File: config.mk
export PLATFORM = sky130hd
export DESIGN_NAME = ysyx_25020037_ifu_pf
export DESIGN_NICKNAME = d
export VERILOG_FILES = /design/src/rtl/ysyx_25020037_ifu_pf.sv
export SDC_FILE = /design/constraint.sdc
export NUM_CORES = 1
export LEC_CHECK = 0
export CORE_ASPECT_RATIO = 0.8
export CORE_MARGIN = 5
export CORE_UTILIZATION = 40
export DETAILED_ROUTE_END_ITERATION = 10
export PLACE_DENSITY_LB_ADDON = 0.05
export SYNTH_ARGS = -nofsm -noshare
export SYNTH_HDL_FRONTEND = slang
export SYNTH_SLANG_ARGS = --single-unit
File: constraint.sdc
create_clock -name clk -period 4.15 [get_ports clk]
set_input_delay 0.415 -clock clk [delete_from_list [all_inputs] [get_ports clk]]
set_output_delay 0.415 -clock clk [all_outputs]
set_load 0.05 [all_outputs]
File: src/rtl/ysyx_25020037_ifu_pf.sv
// ysyx_25020037_ifu_pf -- instruction prefetch unit.
//
// Fetches aligned blocks of BLOCK_SIZE bytes over an AXI read channel and
// pushes {pc, inst, fault} entries into a small fetch queue. The IDU pops the
// queue through a valid/ready pair.
//
// Ports
//   clk, rst            clock (rising edge), synchronous active-low reset
//   redirect_valid/_pc  one-cycle PC redirect; flushes the queue
//   out_valid/_ready    queue head handshake to IDU
//   out_pc/_inst/_fault queue head contents (combinational from head slot)
//   ar*                 AXI read address channel (arid=0, arsize=4 bytes)
//   r*                  AXI read data channel; rresp != 0 marks an access fault
//
// Addresses in [BURST_BASE, BURST_END] are fetched with one INCR burst.
// Everything else is fetched as BEATS single-beat FIXED reads, one at a time.
// Queue slots are reserved before an AR is issued so every returning beat
// always has room, whatever the IDU does.
module ysyx_25020037_ifu_pf #(
    parameter int          BLOCK_SIZE = 16,
    parameter int          FIFO_DEPTH = 4,
    parameter logic [31:0] RESET_PC   = 32'h3000_0000,
    parameter logic [31:0] BURST_BASE = 32'hA000_0000,
    parameter logic [31:0] BURST_END  = 32'hBFFF_FFFF
) (
    input  logic        clk,
    input  logic        rst,
    input  logic        redirect_valid,
    input  logic [31:0] redirect_pc,
    output logic        out_valid,
    input  logic        out_ready,
    output logic [31:0] out_pc,
    output logic [31:0] out_inst,
    output logic        out_fault,
    output logic        arvalid,
    input  logic        arready,
    output logic [31:0] araddr,
    output logic [3:0]  arid,
    output logic [7:0]  arlen,
    output logic [2:0]  arsize,
    output logic [1:0]  arburst,
    input  logic        rvalid,
    output logic        rready,
    input  logic [31:0] rdata,
    input  logic [1:0]  rresp,
    input  logic        rlast
);
    localparam int BEATS = BLOCK_SIZE / 4;
    localparam int PW    = (FIFO_DEPTH > 1) ? $clog2(FIFO_DEPTH) : 1;
    localparam int CW    = $clog2(FIFO_DEPTH + 1);
    localparam int BW    = (BEATS > 1) ? $clog2(BEATS) : 1;

    typedef enum logic [2:0] {S_IDLE, S_AR, S_R, S_DRAIN, S_HALT} state_t;

    typedef struct packed {
        logic [31:0] pc;
        logic [31:0] inst;
        logic        fault;
    } entry_t;

    state_t          state_q, state_d;
    logic [31:0]     fetch_pc_q, fetch_pc_d;
    logic [31:0]     base_q, base_d;
    logic [BW-1:0]   beat_q, beat_d;
    logic            burst_q, burst_d;
    logic            arvalid_q, arvalid_d;
    logic [31:0]     araddr_q, araddr_d;
    logic [7:0]      arlen_q, arlen_d;
    logic [1:0]      arburst_q, arburst_d;
    logic            redir_pend_q, redir_pend_d;  // redirect seen while AR held
    logic            halt_after_q, halt_after_d;  // go to HALT once drain ends
    logic [PW-1:0]   head_q, head_d, tail_q, tail_d;
    logic [CW-1:0]   count_q, count_d, resv_q, resv_d;
    entry_t          mem_q [FIFO_DEPTH];
    entry_t          mem_d [FIFO_DEPTH];

    logic [31:0]     blk_base, beat_addr;
    logic            in_range, slots_ok, last_beat, req_done, misalign, pop;
    logic            keep, enq;
    entry_t          enq_entry;

    function automatic logic [PW-1:0] ptr_inc(input logic [PW-1:0] p);
        return (p == PW'(FIFO_DEPTH - 1)) ? '0 : p + PW'(1);
    endfunction

    assign blk_base  = fetch_pc_q & ~(32'(BLOCK_SIZE) - 32'd1);
    assign in_range  = (blk_base >= BURST_BASE) && (blk_base <= BURST_END);
    assign slots_ok  = (32'(count_q) + 32'(resv_q) + 32'(BEATS)) <= 32'(FIFO_DEPTH);
    assign beat_addr = base_q + (32'(beat_q) << 2);
    assign last_beat = burst_q ? rlast : (beat_q == BW'(BEATS - 1));
    // In single-beat mode only one beat is ever outstanding.
    assign req_done  = rvalid && (burst_q ? rlast : 1'b1);
    assign misalign  = redirect_pc[1:0] != 2'b00;
    assign pop       = out_valid && out_ready;

    assign out_valid = count_q != '0;
    assign out_pc    = mem_q[head_q].pc;
    assign out_inst  = mem_q[head_q].inst;
    assign out_fault = mem_q[head_q].fault;
    assign arvalid   = arvalid_q;
    assign araddr    = araddr_q;
    assign arlen     = arlen_q;
    assign arburst   = arburst_q;
    assign arid      = 4'h0;
    assign arsize    = 3'h2;
    assign rready    = (state_q == S_R) || (state_q == S_DRAIN);

    always_comb begin
        state_d      = state_q;
        fetch_pc_d   = fetch_pc_q;
        base_d       = base_q;
        beat_d       = beat_q;
        burst_d      = burst_q;
        arvalid_d    = arvalid_q;
        araddr_d     = araddr_q;
        arlen_d      = arlen_q;
        arburst_d    = arburst_q;
        redir_pend_d = redir_pend_q;
        halt_after_d = halt_after_q;
        head_d       = head_q;
        tail_d       = tail_q;
        count_d      = count_q;
        resv_d       = resv_q;
        mem_d        = mem_q;
        keep         = 1'b0;
        enq          = 1'b0;
        enq_entry    = '0;

        if (redirect_valid) fetch_pc_d = redirect_pc;

        case (state_q)
            S_IDLE: begin
                if (redirect_valid) begin
                    if (misalign) state_d = S_HALT;
                end else if (slots_ok) begin
                    base_d    = blk_base;
                    beat_d    = '0;
                    burst_d   = in_range;
                    arvalid_d = 1'b1;
                    araddr_d  = blk_base;
                    arlen_d   = in_range ? 8'(BEATS - 1) : 8'h0;
                    arburst_d = in_range ? 2'b01 : 2'b00;
                    resv_d    = resv_q + CW'(BEATS);
                    state_d   = S_AR;
                end
            end
            S_AR: begin
                // The address phase is never withdrawn; a redirect only marks
                // the data that will come back as stale.
                if (redirect_valid) begin
                    redir_pend_d = 1'b1;
                    halt_after_d = misalign;
                end
                if (arready) begin
                    arvalid_d    = 1'b0;
                    redir_pend_d = 1'b0;
                    state_d      = (redir_pend_q || redirect_valid) ? S_DRAIN : S_R;
                end
            end
            S_R: begin
                if (redirect_valid) begin
                    halt_after_d = 1'b0;
                    if (req_done)  state_d = misalign ? S_HALT : S_IDLE;
                    else begin
                        halt_after_d = misalign;
                        state_d      = S_DRAIN;
                    end
                end else if (rvalid) begin
                    resv_d = resv_q - CW'(1);
                    // Beats ahead of a mid-block entry point are dropped.
                    keep   = beat_addr >= fetch_pc_q;
                    if (keep) begin
                        enq       = 1'b1;
                        enq_entry = '{pc: beat_addr,
                                      inst: (rresp != 2'b00) ? 32'h0 : rdata,
                                      fault: rresp != 2'b00};
                    end
                    if (keep && rresp != 2'b00) begin
                        resv_d = '0;
                        if (last_beat || !burst_q) state_d = S_HALT;
                        else begin
                            halt_after_d = 1'b1;
                            state_d      = S_DRAIN;
                        end
                    end else if (last_beat) begin
                        fetch_pc_d = base_q + 32'(BLOCK_SIZE);
                        state_d    = S_IDLE;
                    end else begin
                        beat_d = beat_q + BW'(1);
                        if (!burst_q) begin
                            arvalid_d = 1'b1;
                            araddr_d  = beat_addr + 32'd4;
                            state_d   = S_AR;
                        end
                    end
                end
            end
            S_DRAIN: begin
                if (redirect_valid) halt_after_d = misalign;
                if (req_done) begin
                    state_d      = (redirect_valid ? misalign : halt_after_q) ? S_HALT : S_IDLE;
                    halt_after_d = 1'b0;
                end
            end
            S_HALT: begin
                if (redirect_valid && !misalign) state_d = S_IDLE;
            end
            default: state_d = S_IDLE;
        endcase

        // Fetch queue. A redirect empties it; a misaligned target leaves a
        // single fault entry behind in slot 0.
        if (redirect_valid) begin
            head_d  = '0;
            tail_d  = '0;
            count_d = '0;
            resv_d  = '0;
            if (misalign) begin
                mem_d[0] = '{pc: redirect_pc, inst: 32'h0, fault: 1'b1};
                tail_d   = ptr_inc('0);
                count_d  = CW'(1);
            end
        end else begin
            if (enq) begin
                mem_d[tail_q] = enq_entry;
                tail_d        = ptr_inc(tail_q);
            end
            if (pop) head_d = ptr_inc(head_q);
            count_d = count_q + CW'(enq) - CW'(pop);
        end
    end

    always_ff @(posedge clk) begin
        if (!rst) begin
            state_q      <= S_IDLE;
            fetch_pc_q   <= RESET_PC;
            base_q       <= '0;
            beat_q       <= '0;
            burst_q      <= 1'b0;
            arvalid_q    <= 1'b0;
            araddr_q     <= '0;
            arlen_q      <= '0;
            arburst_q    <= '0;
            redir_pend_q <= 1'b0;
            halt_after_q <= 1'b0;
            head_q       <= '0;
            tail_q       <= '0;
            count_q      <= '0;
            resv_q       <= '0;
            for (int i = 0; i < FIFO_DEPTH; i++) mem_q[i] <= '0;
        end else begin
            state_q      <= state_d;
            fetch_pc_q   <= fetch_pc_d;
            base_q       <= base_d;
            beat_q       <= beat_d;
            burst_q      <= burst_d;
            arvalid_q    <= arvalid_d;
            araddr_q     <= araddr_d;
            arlen_q      <= arlen_d;
            arburst_q    <= arburst_d;
            redir_pend_q <= redir_pend_d;
            halt_after_q <= halt_after_d;
            head_q       <= head_d;
            tail_q       <= tail_d;
            count_q      <= count_d;
            resv_q       <= resv_d;
            mem_q        <= mem_d;
        end
    end

endmodule
==> flow_summary.ini, run 1 <==
[clock_tree]
cts_max_path_buffers = 3
cts-root-buf = clkbuf_16
htreeDepth = 2
ctsHoldBuffers = 0
cts_buffers = 42
cts_setup_buffers = 0
clkLatencyLatePin_ps = 570
cts_tree = built
ctsResizeCount = 0
clkTransAtPathRegs_ps = 60
clock-sinks = 363

[sta]
tightest_slew_ps = 1176
fmax_mhz = 279.0
finalHoldViolCount = 0
rsz0062_at_grt = false
relSlewSlack_pct = 21.62
skew_ps = 11.14
fin_setup_tns_ps = 0
whs_ps = 337.5
period_needed_ps = 3584
fin_crit_sh_pct = 86.37
slew_violations = 0
setup_viol = 0

[synth]
ys_warn_count = 0
synth.distinct_cells = 74
synth_area_sq_um = 18630
async_reset_ff_share_pct = 0
syn_avg_cell_area_sq_um = 8.187
ys_ff_latch = 363
syn_inst = 2276
yosysSeqAreaShare_pct = 39.00
synth-main-ff-cell = dfxtp_1
synth_edf_count = 0

[critical_path]
cp-startpoint = base_q[17]
crit_fanout = 12
timing.rr.start = base_q[17]
crit_required_ps = 4600
worstPathArrival_ps = 4040
endpoint_kind = flop
cp-start-kind = flop
path_class = flop to flop

[routing]
num_vias = 17172
ant_nets = 0
first_pass_iters = 5
avgViaCountPerCell = 5.782
wl_per_cell_microns = 21.63
wl_mm = 64.24
drc = 0
drtIter0Drc = 1449

[grt]
antenna_found_initial = 0
grt_pass1_wl_mm = 100.2
grt_pass1_vias = 16604
grt-ovfl-total = 0
grt_max_degree = 107
grt_usage_pct = 24.46

[floorplan]
start_util_pct = 40.60
die_h_microns = 203.1
core_region_area_sq_um = 45890
die-area_sq_um = 51030
ioPinCount = 190
rows = 70
die_w_microns = 251.3

[layout]
antenna_cells = 0
multi_input_area_sq_um = 10280
seq_area_sq_um = 7272
n_fill_cell = 4425
drive_above_1_share_pct = 9.966
final_nets = 2448
area_delta_synth_final_pct = 19.77

[placed_design]
io_buffers = 173
gp_congestion = 0.8845
post-dp-hpwl_mm = 41.24

[min_path]
hold_class = input pin to flop
hp-start = rst

[outcome]
outcome = complete, no violations

[power]
irDropWorstVdd_uv = 250.0
pwr_density_cell_nw_per_um2 = 430.8
p_leak_nw = 7.399

[job]
cap_violations = 0
[registers in the layout (all words and copies together), names as in the netlist]
register	flops
redir_pend_q	1
head_q	2
count_q	3
resv_q	3
mem_q	254
araddr	30
beat_q	2
halt_after_q	1
base_q	28
arvalid	1
fetch_pc_q	32
tail_q	2
state_q	3
arlen	1
[per-stage QoR]
step | util [%] | total power [mW] | worst slack, ps | cells | cell area (sq um)
after floorplan | - | 5.121 | 1205 | 2290 | 18690
after global placement | 45.51 | 5.797 | 714.9 | 2896 | 20890
after detailed placement | 45.51 | 5.804 | 652.2 | 2896 | 20890
after CTS | 48.63 | 9.694 | 476.8 | 2970 | 22320
after global routing | 48.63 | 10.04 | 301.4 | 2970 | 22320
final | 48.63 | 9.614 | 565.7 | 2970 | 22320
[metal layers]
| metal | vias to the layer above | global-route usage [%] | share of wire [%] | wire length [microns] |
|---|---|---|---|---|
| li1 | 8166 | - | - | - |
| met2 | 593 | 38.71 | 46 | 29290 |
| met3 | 90 | 3.829 | 6.7 | 4281 |
| met5 | - | 0 | 0 | 0 |
| met4 | 0 | 6.703 | 2.3 | 1461 |
| met1 | 8323 | 34.93 | 45 | 29210 |
[cell usage after synthesis, types with 3 or more instances]
| library cell | count | area, sq um |
|---|---|---|
| a211oi_1 | 64 | 480.5 |
| a21boi_1 | 3 | 22.52 |
| a21o_1 | 8 | 60.06 |
| a21oi_1 | 286 | 1431 |
| a21oi_2 | 3 | 26.28 |
| a221o_1 | 26 | 260.3 |
| a31oi_1 | 3 | 18.77 |
| and2_1 | 4 | 25.02 |
| and3_1 | 34 | 212.7 |
| and4_1 | 5 | 43.79 |
| buf_1 | 12 | 45.04 |
| buf_2 | 42 | 210.2 |
| buf_4 | 21 | 157.7 |
| clkbuf_1 | 168 | 630.6 |
| dfxtp_1 | 363 | 7267 |
| ha_1 | 45 | 563.0 |
| inv_1 | 50 | 187.7 |
| mux2i_1 | 14 | 140.1 |
| mux4_2 | 63 | 1419 |
| nand2_1 | 440 | 1652 |
| nand2b_1 | 3 | 18.77 |
| nand3_1 | 155 | 775.7 |
| nand4_1 | 64 | 400.4 |
| nor2_1 | 81 | 304.0 |
| nor3_1 | 15 | 75.07 |
| nor3b_1 | 3 | 22.52 |
| nor4_1 | 12 | 75.07 |
| o2111ai_1 | 6 | 52.55 |
| o211ai_1 | 3 | 22.52 |
| o21a_1 | 16 | 120.1 |
| o21ai_0 | 106 | 530.5 |
| o21ai_1 | 4 | 20.02 |
| o2bb2ai_1 | 34 | 297.8 |
| o31ai_1 | 5 | 37.54 |
| or2_2 | 3 | 18.77 |
| or3_1 | 9 | 56.30 |
| xnor2_1 | 35 | 306.5 |
| xor2_1 | 17 | 148.9 |
[final cells by class]
| cell class | count | area share, % |
|---|---|---|
| Clock inverter | 13 | 0.8409 |
| Clock buffer | 61 | 5.573 |
| Sequential cell | 363 | 32.58 |
| Multi-Input combinational cell | 1630 | 46.06 |
| Inverter | 52 | 0.8970 |
| Timing Repair Buffer | 239 | 10.62 |
| Tap cell | 612 | 3.431 |
[worst paths after layout]
path	endpoint	slack [ps]	depth (start not counted)
min reg2reg	mem_q[42]	450	2
max	count_q[1]	570	12
min	fetch_pc_q[29]	340	2
max reg2reg	count_q[1]	570	12
[kinds of logic after synthesis]
logic type / share of synthesized area, %
and+or+nand+nor: 20.63
muxes: 8.366
buffers and inverters: 6.768
AOI/OAI and AO/OA: 19.51
xor gates and xnor gates: 2.444
other: 0.04030
DFF: 39.00
adders and majority gates: 3.236
[critical path, stage by stage, from the launching register on]
cell	delay [ps]
dfxtp_1	610
ha_1	340
a21oi_1	120
o21ai_0	130
buf_4	180
a221oi_2	370
a21oi_2	140
nor2_1	440
ha_1	330
inv_1	60
ha_1	150
fa_1	400
and3_1	180
[placed cells by master, fill, tap and decap left out, types with 11 or more instances in the layout]
cell type	count
buf_4	55
ha_1	44
mux4_2	63
buf_12	12
inv_1	50
nor2_1	80
conb_1	16
nand4_1	64
clkdlybuf4s50_1	171
a221o_1	26
xor2_1	17
nor4_1	11
mux2i_1	14
o21ai_0	106
nor3_1	15
a211oi_1	63
xnor2_1	35
nand3_1	155
nand2_1	440
o21a_1	16
dfxtp_1	361
o2bb2ai_1	34
clkbuf_16	43
a21oi_1	285
and3_1	33
[power by group]
| part | switching [mW] | internal [mW] | total, mW |
|---|---|---|---|
| sequential | 0.208 | 3.62 | 3.83 |
| clock | 1.54 | 2.33 | 3.87 |
| combinational | 1.29 | 0.630 | 1.92 |
(Power assumes the default switching activity.)
==> run 2, diff against run 1 <==
- CTS_CLUSTER_DIAMETER: unset -> 150
- RECOVER_POWER: unset -> 25
==> flow_summary.ini, run 2 (synthesis gave the netlist of run 1 again) <==
[critical_path]
cp-start-kind = flop
worstPathArrival_ps = 4190
slowest_stage = dfxtp_1
r2r_setup_slack_ps = 470
path_common_cell = a21oi_1
rr_endpoint = fetch_pc_q[16]
path_class = flop to flop
critical_path_depth = 10
crit_path_max_incr_delay_ps = 590
crit_path_cell_trace = ha_1 -> a21oi_1 -> o21ai_0 -> clkbuf_1 -> a221oi_2 -> a21oi_1 -> or2_0 -> o31ai_4 -> buf_4 -> o21a_1
r2r_cells = 10
critPathCapture = fetch_pc_q[16]
crit_family = compound AO/OA/AOI/OAI gates
endpoint_kind = flop
timing.critical_path.buf_inv = 2
crit_fanout = 12
crit_required_ps = 4660
cp-startpoint = base_q[19]
timing.rr.start = base_q[19]

[power]
sw_frac_of_total_pct = 31.62
pwr-share-comb_pct = 19.7
irDropWorstVdd_uv = 253.5
total_power_mw = 9.581
pwr_density_cell_nw_per_um2 = 430.3
p_int_mw = 6.552
p_leak_nw = 7.501
seqPwrFrac_pct = 39.9
clkPwrFrac_pct = 40.4
p_switching_mw = 3.029

[floorplan]
die_w_microns = 251.3
die_h_microns = 203.1
rows = 70
die-area_sq_um = 51030
core_region_area_sq_um = 45890
start_util_pct = 40.60
ioPinCount = 190

[sta]
slew_violations = 0
rsz0062_at_grt = false
tightest_slew_ps = 1160
skew_ps = 15.51
relSlewSlack_pct = 22.64
whs_ps = 334.4
setup_viol = 0
fin_setup_tns_ps = 0
fmax_mhz = 271.8
timing.final.ws_setup_ps = 471.4
finalHoldViolCount = 0
period_needed_ps = 3679
fin_crit_sh_pct = 88.64

[clock_tree]
cts_max_path_buffers = 3
clock-sinks = 363
ctsHoldBuffers = 0
cts_buffers = 42
htreeDepth = 2
cts_setup_buffers = 0
cts_tree = built
ctsResizeCount = 0
cts-root-buf = clkbuf_16
clkLatencyLatePin_ps = 570
clkTransAtPathRegs_ps = 60

[grt]
met1_usage_pct = 34.93
grt_usage_pct = 24.46
grt_pass1_vias = 16604
met3_usage_pct = 3.829
gr-usage-met2_pct = 38.71
antenna_found_initial = 0
grt_max_degree = 107
grt_pass1_wl_mm = 100.2
grt-ovfl-total = 0
top_usage_layer = met2

[routing]
avgViaCountPerCell = 5.775
first_pass_iters = 5
drc = 0
drtIter0Drc = 1416
wl_per_cell_microns = 21.60
num_vias = 17153
ant_nets = 0
wl_mm = 64.16

[placed_design]
io_buffers = 173
place_ws_ps = 652.2
gp_congestion = 0.8845
post-dp-hpwl_mm = 41.24
placed_cells = 2896

[layout]
n_fill_cell = 4430
largest_register = mem_q
antenna_cells = 0
stdcell_count = 2970
layout_common_cells = 441 x nand2_1, 361 x dfxtp_1, 286 x a21oi_1, 155 x nand3_1, 132 x clkdlybuf4s50_1
area_delta_synth_final_pct = 19.49
final_nets = 2448
final_common_cell = nand2_1
drive_above_1_share_pct = 9.627
largest_reg_flops = 254

[outcome]
outcome = complete, no violations

[job]
cap_violations = 0

[min_path]
hold_class = input pin to flop
run 2: changes by cell type in the layout (fill, tap and decap cells not counted), sizes merged:
cell | before | now
buf | 68 | 63
clkdlybuf4s50 | 171 | 132
dlygate4sd3 | 0 | 39
clkbuf | 61 | 66
run 2: per-layer routing:
metal,part of all wire (%),vias up,wire length [microns]
met5,0,-,0
met4,2.3,0,1447
met3,6.2,90,3955
met2,45,558,29140
met1,46,8331,29610
li1,-,8174,-
run 2: layout make-up:
class | instances | area, sq um | area share [%]
clock inverter | 13 | 187.7 | 0.8429
clock buffer | 61 | 1244 | 5.586
tap | 612 | 765.7 | 3.439
multi-input combinational | 1630 | 10240 | 46.01
sequential | 363 | 7272 | 32.66
inverter | 52 | 200.2 | 0.8991
timing repair buffer | 239 | 2352 | 10.56
run 2: power groups by stage:
stage / Combinational [mW] / Clock (mW) / Sequential [mW]
6_report: 1.89 / 3.87 / 3.83
5_1_grt: 2.04 / 4.12 / 3.85
4_1_cts: 1.91 / 3.96 / 3.83
3_5_place_dp: 1.90 / 0 / 3.90
3_3_place_gp: 1.89 / 0 / 3.90
2_1_floorplan: 1.21 / 0 / 3.91
run 2: metrics by stage:
| step | utilization, % | instance area, sq um |
|---|---|---|
| final | 48.51 | 22270 |
| after global routing | 48.51 | 22270 |
| after floorplan | - | 18690 |
| after global placement | 45.51 | 20890 |
| after CTS | 48.63 | 22320 |
| after detailed placement | 45.51 | 20890 |
run 2: how the worst min path moves through the flow:
stage	start	end	slack, ps	depth (start not counted)
after detailed placement	mem_q[221]	mem_q[221]	440	1
after CTS	rst	fetch_pc_q[29]	300	2
after floorplan	mem_q[196]	mem_q[196]	430	1
final	rst	fetch_pc_q[29]	330	2
after global routing	rst	fetch_pc_q[29]	360	2
after global placement	mem_q[158]	mem_q[158]	440	2
